--- src/rtl/demux1to4_fifo.sv ---
// demux1to4_fifo: steers each input word into one of four independent 2-deep per-channel FIFOs
module demux1to4_fifo #(
  parameter int dwidth = 2
) (
  input  logic              clk,
  input  logic              reset,
  input  logic              in_valid,
  output logic              in_ready,
  input  logic [1:0]        in_sel,
  input  logic [dwidth-1:0] in_data,
  output logic [3:0]        out_valid,
  input  logic [3:0]        out_ready,
  output logic [dwidth-1:0] out_data0,
  output logic [dwidth-1:0] out_data1,
  output logic [dwidth-1:0] out_data2,
  output logic [dwidth-1:0] out_data3,
  output logic [1:0]        occ0,
  output logic [1:0]        occ1,
  output logic [1:0]        occ2,
  output logic [1:0]        occ3
);
  logic [3:0][1:0]        cnt;
  logic [3:0][dwidth-1:0] head;
  assign in_ready  = cnt[in_sel] != 2'd2;
  assign out_data0 = head[0];
  assign out_data1 = head[1];
  assign out_data2 = head[2];
  assign out_data3 = head[3];
  assign occ0      = cnt[0];
  assign occ1      = cnt[1];
  assign occ2      = cnt[2];
  assign occ3      = cnt[3];
  for (genvar i = 0; i < 4; i++) begin : g_ch
    logic [dwidth-1:0] mem [2];
    logic              wp, rp, acc, drn;
    logic [1:0]        c;
    assign acc          = in_valid & in_ready & (in_sel == 2'(i));
    assign drn          = (c != 2'd0) & out_ready[i];
    assign cnt[i]       = c;
    assign head[i]      = mem[rp];
    assign out_valid[i] = c != 2'd0;
    // Channel FIFO: write at wp on accept, advance rp on drain, count follows the net change
    always_ff @(posedge clk or posedge reset) begin
      if (reset) begin
        mem[0] <= '0;
        mem[1] <= '0;
        wp     <= 1'b0;
        rp     <= 1'b0;
        c      <= 2'd0;
      end else begin
        if (acc) mem[wp] <= in_data;
        wp <= wp ^ acc;
        rp <= rp ^ drn;
        c  <= (acc & ~drn) ? c + 2'd1 : (drn & ~acc) ? c - 2'd1 : c;
      end
    end
  end
endmodule

--- config.mk ---
export PLATFORM = sky130hd
export DESIGN_NAME = demux1to4_fifo
export DESIGN_NICKNAME = d
export VERILOG_FILES = /design/src/rtl/demux1to4_fifo.sv
export SDC_FILE = /design/constraint.sdc
export NUM_CORES = 1
export LEC_CHECK = 0
export BUFFER_PORTS_ARGS = -buffer_cell sky130_fd_sc_hd__buf_2
export CORE_UTILIZATION = 50
export CTS_CLUSTER_DIAMETER = 150
export DETAILED_ROUTE_END_ITERATION = 8
export PLACE_DENSITY = 0.74
export SYNTH_ARGS = -nofsm -noshare
export SYNTH_HDL_FRONTEND = slang
export SYNTH_SLANG_ARGS = --single-unit
export TNS_END_PERCENT = 20
--- constraint.sdc ---
create_clock -name clk -period 2.8 [get_ports clk]
set_clock_uncertainty 0.2 [all_clocks]
set_input_delay 0.56 -clock clk [delete_from_list [all_inputs] [get_ports clk]]
set_output_delay 0.56 -clock clk [all_outputs]
set_load 0.05 [all_outputs]
==> impl_metrics.sql <==
INSERT INTO impl_metrics (metric_group, metric, value, unit) VALUES
('timing', 'final_setup_viols', '0', ''),
('status', 'outcome', 'finished, violations left', ''),
('grt', 'first_pass_grt_wire_length', '4640', 'um'),
('layout', 'flow.area_growth_from_synthesis', '18.1', '%'),
('clock_network', 'hold_buffers', '0', ''),
('clock_network', 'cts_root_buf', 'clkbuf_4', ''),
('clock_network', 'clock_latency', '0.32', 'ns'),
('layout', 'nets', '177', ''),
('timing', 'totalNegativeSetupSlack', '0', 'ns'),
('detailed_routing', 'routed_via_density', '5.13', ''),
('layout', 'layout.cells.most_common_list', 'dfrtp_1, buf_2, mux2_2', ''),
('detailed_routing', 'number_of_drc_markers_after_the_initial_detailed_route_iteration', '23', ''),
('detailed_routing', 'antenna_violating_nets_post_route', '0', ''),
('timing', 'rsz_0062_raised_after_global_routing', 'no', ''),
('timing', 'worstMarginPinSlew', '0.611', 'ns'),
('yosys', 'post_synth_fa_ha_maj_area_fraction', '0.0968', ''),
('floorplanning', 'design.core.area', '0.00285', 'mm2'),
('setup_path', 'reg2reg_depth', '4', ''),
('detailed_routing', 'wirelength', '2630', 'um'),
('setup_path', 'r2r_end', 'g_ch[0].mem[2]$_DFFE_PP0P_', ''),
('timing', 'timing.final.hold_violations', '0', ''),
('clock_network', 'clk_pin_slew_worst_setup_hold_paths', '0.10', 'ns'),
('layout', 'layout.area.seq', '801', 'um2'),
('grt', 'gr-total-overflow', '0', ''),
('timing', 'max-slew-margin-rel', '0.587', ''),
('yosys', 'post_synth_xor_area_fraction', '0.0903', ''),
('yosys', 'synth_cells', '115', ''),
('setup_path', 'timing.critical_path.fanout_max', '5', ''),
('grt', 'maximum_number_of_pins_on_one_net_before_global_route_repair', '33', ''),
('detailed_routing', 'drcViolationCount', '1', ''),
('timing', 'max_slew_vio_count', '0', ''),
('yosys', 'synth_seq_cells', '32', ''),
('clock_network', 'num_clock_sinks', '32', ''),
('yosys', 'synth_simple_gate_area_share', '0.0863', ''),
('floorplanning', 'start_util', '0.544', ''),
('timing', 'max_clock_freq', '0.416', 'GHz'),
('yosys', 'yosysWarnings', '0', ''),
('clock_network', 'htree_num_levels', '2', ''),
('setup_path', 'worst_r2r_src', 'occ0[0]$_DFFE_PP0P_', ''),
('setup_path', 'worstSetupEndpointType', 'output port', ''),
('clock_network', 'ctsResizeCount', '0', ''),
('floorplanning', 'die_w', '57.7', 'um'),
('timing', 'finalCriticalPeriod', '2.41', 'ns'),
('clock_network', 'numCtsBuffers', '5', ''),
('detailed_routing', 'drt_pass1_iterations', '6', ''),
('run', 'cap_viol_max_count', '0', ''),
('grt', 'grt_util_all_layers', '0.188', ''),
('yosys', 'synth_compound_gate_area_share', '0', ''),
('layout', 'layout.filler_cells', '234', ''),
('yosys', 'synth.mux.area_fraction', '0.189', ''),
('placed_design', 'port_buffers', '31', ''),
('floorplanning', 'die_footprint', '0.00333', 'mm2'),
('yosys', 'mappedNetlistNets', '138', ''),
('yosys', 'syn_avg_cell_area', '13.5', 'um2'),
('yosys', 'synth_sequential_area_ratio', '0.516', ''),
('floorplanning', 'ios', '32', ''),
('setup_path', 'startpoint_type', 'register', ''),
('layout', 'most_frequent_standard_cell_in_the_layout_excluding_fill_and_tap_cells', 'dfrtp_1', ''),
('timing', 'final_min_period_over_clock_period', '0.859', ''),
('placed_design', 'detailed_place_hpwl', '2020', 'um'),
('yosys', 'synth_cell_type_count', '16', ''),
('floorplanning', 'fp-row-count', '19', ''),
('floorplanning', 'die-height', '57.7', 'um'),
('status', 'violated_checks', 'design-rule violations', ''),
('yosys', 'combinational_family_with_the_most_area_after_synthesis', 'multiplexers', ''),
('setup_path', 'critPathArrivalTime', '1.65', 'ns'),
('setup_path', 'ff2ff_setup_slack', '0.77', 'ns'),
('clock_network', 'tritoncts', 'yes', ''),
('clock_network', 'ctsLongestPathBuffers', '2', ''),
('placed_design', 'gp_routability_congestion', '0.652', ''),
('layout', 'diodes', '0', ''),
('clock_network', 'postCtsSetupBuffers', '0', ''),
('layout', 'fraction_of_final_layout_cells_sized_beyond_drive_strength_1', '0.439', ''),
('layout', 'area_of_the_multi_input_gates', '717', 'um2'),
('yosys', 'syn_area', '0.00155', 'mm2'),
('setup_path', 'critPathKind', 'register to output port', ''),
('grt', 'antenna_violations_before_repair', '0', ''),
('detailed_routing', 'vias', '955', ''),
('detailed_routing', 'post_drt_wl_per_cell', '14.1', 'um'),
('setup_path', 'wp_data_required', '2.04', 'ns'),
('min_path', 'hold_class', 'input pin to asynchronous set/reset pin', ''),
('grt', 'grt_pass1_vias', '1057', '');
[per-layer routing]
layer / share of wire / global-route usage
met5: 0 / 0
met4: 0.015 / 0.0816
met3: 0.049 / 0.0536
met2: 0.50 / 0.317
met1: 0.44 / 0.225
[worst max-delay path by stage]
stage,start,end,cells past startpoint
after detailed placement,in_sel[0],g_ch[0].mem[2]$_DFFE_PP0P_,4
after floorplan,occ1[1]$_DFFE_PP0P_,occ1[1]$_DFFE_PP0P_,6
after global placement,in_sel[1],in_ready,3
final,occ2[0]$_DFFE_PP0P_,in_ready,3
after CTS,occ2[0]$_DFFE_PP0P_,in_ready,3
after global routing,occ2[0]$_DFFE_PP0P_,in_ready,3
[cell usage after synthesis]
cell	number	area [um2]
and4_2	1	10.0
and4b_1	1	10.0
dfrtp_1	32	801
ha_1	12	150
inv_1	9	33.8
mux2_2	24	270
mux4_2	1	22.5
nand2_1	4	15.0
nand2b_1	2	12.5
nand2b_4	2	27.5
nand3_1	1	5.00
nor2_1	5	18.8
nor4bb_1	1	10.0
or2_1	4	25.0
xnor2_1	8	70.1
xor2_1	8	70.1
[through the flow]
| stage | hold WS, ns | worst slack (ns) | util | cell area (um2) | std cells |
|---|---|---|---|---|---|
| finish | 0.0928 | 0.394 | 0.643 | 1830 | 186 |
| global route | 0.124 | 0.314 | 0.643 | 1830 | 186 |
| CTS | 0.0893 | 0.358 | 0.643 | 1830 | 186 |
| detailed placement | 0.294 | 0.584 | 0.614 | 1750 | 178 |
| global placement | 0.286 | 0.625 | 0.614 | 1750 | 178 |
| floorplan | 0.275 | 0.583 | - | 1550 | 115 |
[final cells by class]
class,count,share of cell area
Clock inverter,3,0.0232
Tap cell,31,0.0212
Clock buffer,5,0.0205
Timing Repair Buffer,32,0.0887
Inverter,9,0.0184
Multi-Input combinational cell,74,0.391
Sequential cell,32,0.437
[worst max-delay path, cell delays in order, from the launching register on]
cell and delay [ns]:
dfrtp_1 0.44, nand2b_1 0.18, mux4_2 0.46, buf_2 0.23
[sequential cells by signal (all words and copies together), names as in the netlist]
name / flops
g_ch.mem: 16
g_ch.rp: 4
g_ch.wp: 4
occ0: 2
occ1: 2
occ2: 2
occ3: 2
[cell families (layout without fill, tap and decap cells)]
kind of cell | count (synthesis) | count (layout)
XOR/XNOR | 16 | 16
adder cells (fa/ha/maj) | 12 | 12
buffers and inverters | 9 | 49
flip-flops | 32 | 32
multiplexers | 25 | 25
AND/OR/NAND/NOR | 21 | 21
Power is left out: the tool's default activity adds up to more than one toggle a clock period on the data nets, which glitch-free logic cannot reach.
